[config.mk]
export PLATFORM = sky130hd
export DESIGN_NAME = branch_cond_unit
export DESIGN_NICKNAME = d
export VERILOG_FILES = /design/src/rtl/cpu_pkg.sv /design/src/rtl/cond_eval.sv /design/src/rtl/branch_cond_unit.sv
export SDC_FILE = /design/constraint.sdc
export NUM_CORES = 1
export LEC_CHECK = 0
export BUFFER_PORTS_ARGS = -buffer_cell sky130_fd_sc_hd__buf_2
export CORE_ASPECT_RATIO = 1.25
export CORE_MARGIN = 3
export CORE_UTILIZATION = 30
export CTS_CLUSTER_SIZE = 14
export DETAILED_ROUTE_END_ITERATION = 8
export SETUP_SLACK_MARGIN = 0.1
export SLEW_MARGIN = 20
export SYNTH_ARGS = -nofsm -noshare
export SYNTH_HDL_FRONTEND = slang
export SYNTH_SLANG_ARGS = --single-unit
[constraint.sdc]
create_clock -name clk -period 1.4 [get_ports clk]
set_input_delay 0.14 -clock clk [delete_from_list [all_inputs] [get_ports clk]]
set_output_delay 0.14 -clock clk [all_outputs]
set_load 0.03 [all_outputs]
[src/rtl/cpu_pkg.sv]
// Shared definitions for the branch-condition path: condition codes,
// controller state encoding and flag-bit positions.
package cpu_pkg;

    localparam int CC_W = 3;

    localparam logic [CC_W-1:0] CC_ALWAYS = 3'b000;
    localparam logic [CC_W-1:0] CC_EQ     = 3'b001;
    localparam logic [CC_W-1:0] CC_NE     = 3'b010;
    localparam logic [CC_W-1:0] CC_LT     = 3'b011;
    localparam logic [CC_W-1:0] CC_GE     = 3'b100;
    localparam logic [CC_W-1:0] CC_GT     = 3'b101;
    localparam logic [CC_W-1:0] CC_LE     = 3'b110;
    localparam logic [CC_W-1:0] CC_NEVER  = 3'b111;

    localparam int FLG_EQ = 0;
    localparam int FLG_LT = 1;
    localparam int FLG_GT = 2;

    typedef enum logic [1:0] {
        ST_IDLE = 2'd0,
        ST_EVAL = 2'd1,
        ST_WAIT = 2'd2,
        ST_DONE = 2'd3
    } state_t;

endpackage

[src/rtl/cond_eval.sv]
// Combinational condition resolver: maps a condition code and the stored
// {gt,lt,eq} flags to a taken decision. Flag bits are used literally.
module cond_eval
    import cpu_pkg::*;
(
    input  logic [CC_W-1:0] cond,
    input  logic [2:0]      flags,
    output logic            taken,
    output logic            needs_flags
);

    logic eq;
    logic lt;
    logic gt;

    assign eq = flags[FLG_EQ];
    assign lt = flags[FLG_LT];
    assign gt = flags[FLG_GT];

    assign needs_flags = (cond != CC_ALWAYS) && (cond != CC_NEVER);

    always_comb begin
        // NOTE: default assignment first so no path through the case leaves taken unassigned (no latch).
        taken = 1'b0;
        case (cond)
            CC_ALWAYS: taken = 1'b1;
            CC_EQ:     taken = eq;
            CC_NE:     taken = !eq;
            CC_LT:     taken = lt;
            CC_GE:     taken = gt | eq;
            CC_GT:     taken = gt;
            CC_LE:     taken = lt | eq;
            CC_NEVER:  taken = 1'b0;
            default:   taken = 1'b0;
        endcase
    end

endmodule

[src/rtl/branch_cond_unit.sv]
// Latches comparator flags and resolves conditional-branch requests against
// them, returning taken / next-PC to fetch through a valid/ready handshake.
module branch_cond_unit
    import cpu_pkg::*;
#(
    parameter int AW   = 8,
    parameter int CC_W = 3
) (
    input  logic            clk,
    input  logic            rst,
    input  logic            cmp_wr,
    input  logic            cmp_eq,
    input  logic            cmp_lt,
    input  logic            cmp_gt,
    input  logic            br_valid,
    output logic            br_ready,
    input  logic [CC_W-1:0] br_cond,
    input  logic [AW-1:0]   br_target,
    input  logic [AW-1:0]   br_fallthru,
    input  logic            flush,
    output logic            res_valid,
    output logic            res_taken,
    output logic [AW-1:0]   res_pc,
    output logic [2:0]      flags,
    output logic            flags_valid
);

    state_t          state;
    state_t          state_nx;
    logic [CC_W-1:0] cond_q;
    logic [AW-1:0]   target_q;
    logic [AW-1:0]   fallthru_q;
    logic            accept;
    logic            resolve;
    logic            can_resolve;
    logic            eval_taken;
    logic            eval_needs_flags;

    // Flush in IDLE only suppresses the accept; it has no other effect there.
    assign accept      = br_valid && br_ready && !flush;
    assign can_resolve = flags_valid || !eval_needs_flags;

    cond_eval u_cond_eval (
        .cond        (cond_q),
        .flags       (flags),
        .taken       (eval_taken),
        .needs_flags (eval_needs_flags)
    );

    always_ff @(posedge clk) begin
        // NOTE: sequential state uses non-blocking assignments so every register samples pre-edge values.
        if (rst) state <= ST_IDLE;
        else     state <= state_nx;
    end

    always_comb begin
        state_nx = state;
        if (flush && state != ST_IDLE) begin
            state_nx = ST_IDLE;
        end else begin
            case (state)
                ST_IDLE: if (accept) state_nx = ST_EVAL;
                ST_EVAL: state_nx = can_resolve ? ST_DONE : ST_WAIT;
                ST_WAIT: if (cmp_wr) state_nx = ST_EVAL;
                ST_DONE: state_nx = ST_IDLE;
                default: state_nx = ST_IDLE;
            endcase
        end
    end

    always_comb begin
        br_ready = (state == ST_IDLE);
        resolve  = (state == ST_EVAL) && can_resolve && !flush;
    end

    // Flags are sticky and written in every state, flush included.
    always_ff @(posedge clk) begin
        if (rst) begin
            flags       <= 3'b000;
            flags_valid <= 1'b0;
        end else if (cmp_wr) begin
            flags       <= {cmp_gt, cmp_lt, cmp_eq};
            flags_valid <= 1'b1;
        end
    end

    always_ff @(posedge clk) begin
        if (rst) begin
            cond_q     <= '0;
            target_q   <= '0;
            fallthru_q <= '0;
        end else if (accept) begin
            cond_q     <= br_cond;
            target_q   <= br_target;
            fallthru_q <= br_fallthru;
        end
    end

    // res_taken / res_pc hold between strobes; only res_valid pulses.
    always_ff @(posedge clk) begin
        if (rst) begin
            res_valid <= 1'b0;
            res_taken <= 1'b0;
            res_pc    <= '0;
        end else begin
            res_valid <= resolve;
            if (resolve) begin
                res_taken <= eval_taken;
                res_pc    <= eval_taken ? target_q : fallthru_q;
            end
        end
    end

endmodule

Yosys cells after proc, flatten, opt, wreduce, memory -nomap -nowiden. Index checks and enable logic that the tools add are counted.

Flip-flop bits (word level): 35. Bits in latches: 0. Memory bits (writable): 0. ROM bits: 0. Input bits: 27. Output and inout port bits: 15. Word-level logic and storage cells: 46. Memories kept: 0.

Add/subtract/negate cells: 0. Multipliers: 0. Div/mod/pow operators: 0. Order comparisons: 0. Eq/ne operators: 13. Shift operators: 0. Multiplexer cells: 6. Bitwise logic cells: 2. Reductions and logical operators: 16.

Operators by type and width (number): == test 3 bit, second input constant (4); 2-to-1 mux 8 bit (1); one-hot mux 1 bit (8 select lines) (1); one-hot mux 2 bit (4 select lines) (1); == test 3 x 2 -> 1 bit, second input constant (2); logical AND 1 bit (6); == test 2 bit, second input constant (2); 2-to-1 mux 2 bit (2); == test 3 x 1 -> 1 bit, second input constant (1); zero test 1 bit (3); zero test 3 bit (1); inequality test 3 bit, second input constant (1); nonzero test 3 bit (1); == test 2 x 1 -> 1 bit, second input constant (1); zero test 2 bit (1); inequality test 2 x 1 -> 1 bit, second input constant (1); inequality test 2 bit, second input constant (1); bitwise OR 1 bit (2); AND reduction 2 bit (1); nonzero test 2 bit (1); OR reduction 2 bit (1); logical OR 1 bit (1); 2-to-1 mux 1 bit (1).

Logic depth before layout (Yosys ltp). Gate-level depths: netlist (run 1).

Depth after elaboration: 6. Gate-level depth with buffers: 5. Gate-level depth less buffers: 4.

Modules after synthesis. From an unflattened synthesis (run 1), not the netlist that was laid out.

Cell total of the unflattened synthesis: 165. Area, all modules: 1481.4 sq um.

By module, submodules not included: branch_cond_unit (instances 1, cells an instance 155, area each 1401.3 sq um, seq. area each 700.7 sq um); cond_eval (instances 1, cells an instance 10, area each 80.1 sq um, seq. area each 0.0 sq um).

Worst setup path before layout (run 1). Ideal clock, no wire load.

Path kind: register -> register. Start point: reg state[1]. End point: reg cond_q[2]. Library setup time: 0.132 ns. Data arrival time: 1.445 ns. Required time: 1.268 ns. Slack: -0.178 ns. Cell stages (with the launch flop): 6. Path buffers: 1. Clock period less this slack: 1.578 ns. Cells stage by stage: dfxtp_1 nor2_1 nand3b_2 buf_2 nand2_1 a21oi_1.

Cells in the longest elaborated chain, start to end: 3.

RTL lines: start: declaration (line branch_cond_unit.sv:28) `state_t state;`; start signal: assignment (line branch_cond_unit.sv:53) `else state <= state_nx;`; zero test 2 bit (line branch_cond_unit.sv:72) `br_ready = (state == ST_IDLE);`; via br_ready (line branch_cond_unit.sv:16) `output logic br_ready,`; logical AND 1 bit (2 in series) (line branch_cond_unit.sv:40) `assign accept = br_valid && br_ready && !flush;`; end signal: assignment (line branch_cond_unit.sv:93) `cond_q <= br_cond;`; end: declaration (line branch_cond_unit.sv:30) `logic [CC_W-1:0] cond_q;`.

The timed path passes the listed nets, and every way through them passes these cells. A chain may end at the register's enable or synchronous reset.

Final worst setup path (run 1).
Start point: reg cond_q[2]. End point: reg res_pc[0].

Cells in the longest elaborated chain, start to end: 6. Elaborated cells on any way between the ends: 17. Those cells by class: eq/ne: 8; mux: 2; reduce/logical: 7.

RTL lines: parallel branches: the longest is 6 deep, another holds one-hot mux 1 bit (8 select lines); end signal: assignment (line branch_cond_unit.sv:109) `res_pc <= eval_taken ? target_q : fallthru_q;`; end: declaration (line branch_cond_unit.sv:23) `output logic [AW-1:0] res_pc,`.

Parallel ways; which one is timed is not known.

==> reports/metrics.yaml, run 1 <==
switching_power_mw: 0.684
ant_nets: 0
peakVddDrop_v: 0.000566
period_minus_slack_ps: 1420
drt_wl_total_um: 4320
status: "finished with violations"
grt_overflow: 0
synth_cells: 170
pre_cts_ws_ps: -125
skew_ps: 3.06
vias: 1420
placed_area_mm2: 0.00193
ys_seq_area_share_pct: 46.2
root_buffer: "clkbuf_8"
period_share_pct: 101
numClockSinks: 35
clock_latency_ps: 280
crit-reg2reg-capture: "res_pc[0]$_SDFFE_PP0P_"
design_area_mm2: 0.00253
core_mm2: 0.00480
die_area_mm2: 0.00595
num_io_pins: 42
synth_cell_type_count: 31
violations: "negative setup slack"
worst_setup_path_start_kind: "flop"
grt_pass1_vias: 1366
synth.ff_latch_count: 35
hpwl_um: 2540
viasPerCell: 4.88
die_h_um: 85.5
rows: 28
drv_cap: 0
start_util_pct: 31.6
first_pass_iters: 4
htreeDepth: 2
crit_path_end_kind: "flop"
combPwrFrac_pct: 22.3
power_density_mw_per_mm2: 954
critPathKind: "flop to flop"
clockBufferDepth: 2
crit_required_ps: 1600
internal-power_mw: 1.73
diodes: 0
antenna_found_initial: 0
routedWlPerCell_um: 14.9
cp.arrival_ps: 1620
tightest_slew_ps: 246
clk_pin_slew_ps: 70
cts_tree: "yes"
netlist_area_mm2: 0.00152
yosys_warnings: 0
drv_slew: 0
max-slew-margin-rel_pct: 83.3
startpoint: "cond_q[2]$_SDFFE_PP0P_"
hold_ws_ps: 88.4
grt_util_all_layers_pct: 13.6
holdCritPathClass: "primary input to flop"
hold_violations: 0
setup_viol: 1
fin_ws_ps: -20.0
drive_gt1_share_pct: 65.8
pwr-share-clk_pct: 32.8
rsz0062_at_grt: "true"
fmaxAchievable_mhz: 704
cp_max_fo: 8
grt_pass1_wl_um: 6560
avgSynthCellArea_um2: 8.92
gp_congestion: 0.782
mostFrequentLayoutCells: "buf_2, dfxtp_1, nand2_1, a21oi_2, nor2_1"
grt_max_degree: 36
rr_startpoint: "cond_q[2]$_SDFFE_PP0P_"
drcViolationCount: 0
p_sw_share_pct: 28.3
seqPwrFrac_pct: 44.9
cts_buffers: 5
initialDrtViolationCount: 37
worstSetupEndpoint: "res_pc[0]$_SDFFE_PP0P_"
rrSetupSlack_ps: -20
final_common_cell: "buf_2"
p_leak_nw: 1.03
ff2ff_path_depth: 5
die_w_um: 69.6
synth_fp_nets: 197
nets: 257
port_buffers: 41
syn2layout_area_growth_pct: 66.8
per-layer routing:
layer	track usage, %	share of wire, %
met5	0	0
met4	5.33	1.3
met3	2.93	2.7
met2	22.9	52
met1	17.1	44
flip-flops by register name, summed over array words and instances, names as in the netlist:
register     count
res_pc           8
res_taken        1
flags            3
res_valid        1
cond_q           3
fallthru_q       8
flags_valid      1
state            2
target_q         8
critical path: stages (launching register included):
cell and delay [ps]:
dfxtp_4 370, and3_2 250, o31ai_4 240, buf_12 180, a31oi_2 50, a211oi_2 250
synth_stat cells, drive strengths merged:
library cell	number	area (µm²)
o31ai	1	21.3
o22ai	1	12.5
o21ai	8	40.0
nand2	39	146
o22a	1	8.76
mux2	1	15.0
a211oi	8	100
and3	1	6.26
clkbuf	5	20.0
nand3b	1	11.3
a31oi	8	50.1
nor4b	1	23.8
nor3	3	20.0
nor3b	1	18.8
nand2b	1	6.26
nor2b	2	12.5
xnor2	1	8.76
o31a	1	8.76
dfxtp	35	701
mux2i	5	50.1
nor2	18	70.1
a21oi	21	105
or3	1	6.26
a311oi	1	15.0
buf	5	38.8
kinds of logic (layout without fill, tap and decap cells):
logic type / count (synthesis) / count (layout) / synth area share [%]
xor+xnor: 1 / 1 / 0.578
flops: 35 / 35 / 46.2
compound gates: 50 / 51 / 23.8
buf+inv: 10 / 70 / 3.88
mux: 6 / 6 / 4.29
simple gates: 68 / 68 / 21.2
final cells by class:
class | count | area (µm²)
timing repair buffer | 62 | 510
fill | 421 | 2270
clock buffer | 8 | 100
tap | 60 | 75.1
multi-input combinational | 126 | 1120
sequential | 35 | 719
stage by stage:
step	setup TNS, ps	util, %	instances	power (mW)
3_3_place_gp	-573	40.2	274	1.46
2_1_floorplan	0	-	170	1.32
3_5_place_dp	-936	40.2	274	1.46
5_1_grt	-265	52.7	291	2.51
6_report	-20.0	52.7	291	2.41
4_1_cts	0	45.6	286	2.31
power groups by stage:
stage / logic, mW / clock network (mW) / registers, mW
2_1_floorplan: 0.189 / 0 / 1.13
3_3_place_gp: 0.360 / 0 / 1.10
4_1_cts: 0.423 / 0.805 / 1.08
6_report: 0.538 / 0.792 / 1.08
3_5_place_dp: 0.359 / 0 / 1.10
5_1_grt: 0.574 / 0.849 / 1.09
repair_timing:
item,in CTS,in global routing
gates cloned,1,3
gates resized for setup,33,68
hold buffers,0,0
setup buffers,3,2
setup endpoints to repair,9,29
pin swaps,5,28
worst min-delay path by stage:
stage | cells after the start | startpoint | endpoint | slack (ps)
final | 3 | br_target[3] | target_q[3]$_SDFFE_PP0P_ | 90
after global routing | 3 | br_target[3] | target_q[3]$_SDFFE_PP0P_ | 80
after CTS | 3 | br_target[7] | target_q[7]$_SDFFE_PP0P_ | 80
after detailed placement | 3 | br_target[7] | target_q[7]$_SDFFE_PP0P_ | 390
after global placement | 3 | cmp_gt | flags[2]$_SDFFE_PP0P_ | 380
after floorplan | 1 | flush | state[0]$_SDFFE_PP0P_ | 210
Power figures use the tool's default switching activity.
==> inputs of run 2 (changes only) <==
--- a/config.mk
+++ b/config.mk
@@ -5,6 +5,7 @@
 export SDC_FILE = /design/constraint.sdc
 export NUM_CORES = 1
 export LEC_CHECK = 0
+export ABC_AREA = 1
 export BUFFER_PORTS_ARGS = -buffer_cell sky130_fd_sc_hd__buf_2
 export CORE_ASPECT_RATIO = 1.25
 export CORE_MARGIN = 3
==> run 2 against run 1 <==
The run now ends clean; worst hold slack worse by 7.1 ps; maximum frequency up 13%; cell count up 14%; combinational power up 65%.
==> reports/metrics.yaml, run 2 <==
drive_gt1_share_pct: 43.2  # -23 points
reg_top3: "fallthru_q x8, res_pc x8, target_q x8"
nets: 299  # +16%
dp.cells: 319  # +16%
core_mm2: 0.00490  # +2.2%
postCtsHoldBufs: 0  # unchanged
final_cell_count_no_fill: 331  # +14%
first_pass_iters: 4  # unchanged
die_h_um: 87.2  # +2.0%
ys_top_cells_by_area: "dfxtp_1, inv_1, o21ai_0"
cp_num_buf_inv: 2  # +1
seq_area_um2: 713  # -0.87%
grt_pass1_vias: 1445  # +5.8%
synth_cells: 217  # +28%
crit_path_end_kind: "flop"
ys_seq_area_share_pct: 44.2  # -2.0 points
clock_latency_ps: 280  # about the same
drcViolationCount: 0  # unchanged
grt_max_degree: 21  # -42%
power_density_mw_per_mm2: 1200  # +26%
viasPerCell: 4.69  # -3.9%
synth_most_common_cell: "inv_1"
die_w_um: 71.0  # +2.0%
period_minus_slack_ps: 1260  # -164 ps
grt_pass1_wl_um: 6120  # -6.7%
die_area_mm2: 0.00619  # +4.1%
critical_path.top_delay_family: "simple AND/OR/NAND/NOR gates"
crit_path_max_incr_delay_ps: 380  # about the same
tightest_slew_ps: 290  # +43.9 ps
syn2layout_area_growth_pct: 42.9
netlist_area_mm2: 0.00158  # +4.5%
yosys_warnings: 0  # unchanged
synth_top_area_share_pct: 44.2  # -2.0 points
root_buffer: "clkbuf_8"
synth_fp_nets: 244  # +24%
rows: 28  # unchanged
drt_wl_total_um: 4100  # -5.3%
setup_viol: 0  # -1
num_io_pins: 42  # unchanged
avgSynthCellArea_um2: 7.30  # -18%
skew_ps: 5.31  # +2.24 ps
clk_pin_slew_ps: 60  # about the same
clockBufferDepth: 2  # unchanged
drv_cap: 0  # unchanged
gp_congestion: 0.907  # +16%
period_share_pct: 89.7  # -12 points
initialDrtViolationCount: 72  # +95%
grt_util_all_layers_pct: 12.5  # -1.1 points
cts_tree: "yes"
peakVddDrop_v: 0.000444  # -21%
yosys.area.top_type: "dfxtp_1"
cts_buffers: 5  # unchanged
crit_path_top_delay_cell: "dfxtp_4"
routedWlPerCell_um: 12.4  # -17%
synth_edf_count: 0  # unchanged
synth-async-reset-ratio_pct: 0  # unchanged
critPathKind: "flop to flop"
start_util_pct: 32.3  # +0.70 points
status: "finished, final reports clean"
vias: 1553  # +9.4%
worst_setup_path_start_kind: "flop"
max-slew-margin-rel_pct: 80.7  # -2.6 points
mostFrequentLayoutCells: "buf_2, inv_1, dfxtp_1, nor2_1, o21ai_0"
cp.arrival_ps: 1440  # -180 ps
hold_violations: 0  # unchanged
synth.ff_latch_count: 35  # unchanged
rsz0062_at_grt: "true"
p_leak_nw: 1.02  # -0.85%
placed_area_mm2: 0.00190  # -1.6%
synth_commonest_cells: "inv_1, dfxtp_1, nor2_1, o21ai_0"
final_common_cell: "buf_2"
cp_max_fo: 5  # -3
hpwl_um: 2860  # +13%
ant_nets: 0  # unchanged
design_area_mm2: 0.00226  # -11%
drv_slew: 0  # unchanged
diodes: 0  # unchanged
htreeDepth: 2  # unchanged
synth_cell_type_count: 20  # -35%
multi_input_area_um2: 916  # -19%
synth_ff_type: "dfxtp_1"
fmaxAchievable_mhz: 796  # +13%
antenna_found_initial: 0  # unchanged
port_buffers: 41  # unchanged
holdCritPathClass: "primary input to flop"
nFillCells: 518  # +23%
numClockSinks: 35  # unchanged
grt_overflow: 0  # unchanged
critical_path.cell_chain: "inv_6, nand2_2, nand2_2, nand2_4, nand2_4, o21bai_1, nand3_2, nand2_1, inv_1"
crit_required_ps: 1590  # about the same
==> run 2: cell type report <==
| class | count | share of cell area [%] |
|---|---|---|
| multi-input combinational | 137 | 40.5 |
| sequential | 35 | 31.5 |
| timing repair buffer | 53 | 14.3 |
| inverter | 40 | 7.19 |
| tap | 60 | 3.32 |
| clock buffer | 6 | 3.21 |
==> run 2: cells by family (layout without fill, tap and decap cells) <==
group | after synthesis | in the layout | share of synthesized area, %
buffers and inverters | 47 | 99 | 11.8
AOI/OAI and AO/OA | 58 | 58 | 21.0
and+or+nand+nor | 77 | 79 | 22.9
DFF | 35 | 35 | 44.2
==> run 2: per-layer routing <==
| layer | GRT usage, % | wire length [µm] |
|---|---|---|
| met1 | 14.7 | 1760 |
| met2 | 20.0 | 2030 |
| met4 | 6.50 | 99 |
| met3 | 4.50 | 204 |
| met5 | 0 | 0 |
==> run 2: worst register-to-register path: cells and delay by family, from the launching register on <==
kind / cells / cell delay (ps)
buffers and inverters: 2 / 80
AOI/OAI and AO/OA: 1 / 180
and+or+nand+nor: 6 / 510
DFF: 1 / 380
==> run 2: per-stage QoR <==
stage          setup WS (ps)  utilization, %  power (mW)  setup TNS (ps)  hold WS (ps)
5_1_grt                 48.4            46.1        2.88               0          74.8
2_1_floorplan            151               -        1.66               0           275
3_5_place_dp         -0.0676            38.7        1.86          -0.131           367
6_report                 144            46.1        2.73               0          81.2
3_3_place_gp            50.4            38.7        1.86               0           366
4_1_cts                  104            40.4        2.52               0          74.4
==> run 2: where the power goes <==
group / switching (mW) / internal, mW / total [mW]
Clock: 0.327 / 0.331 / 0.658
Combinational: 0.553 / 0.336 / 0.889
Sequential: 0.0699 / 1.11 / 1.18
Total: 0.950 / 1.78 / 2.73
==> run 2: path summary, 6_finish.rpt <==
check / from / end / slack (ps) / cells after the start
worst max-delay path: cond_q[0]$_SDFFE_PP0P_ / res_pc[0]$_SDFFE_PP0P_ / 140 / 9
worst min register to register: target_q[4]$_SDFFE_PP0P_ / target_q[4]$_SDFFE_PP0P_ / 460 / 2
worst max register to register: cond_q[0]$_SDFFE_PP0P_ / res_pc[0]$_SDFFE_PP0P_ / 140 / 9
worst min-delay path: cmp_lt / flags[1]$_SDFFE_PP0P_ / 80 / 3
==> run 2: repair_timing <==
action                                  CTS  global route
resized for setup                         4            59
pin swaps                                 3            21
hold endpoints to repair                  0             0
endpoints found under the setup margin    9            19
setup buffers                             0             4
gates cloned                              0             2
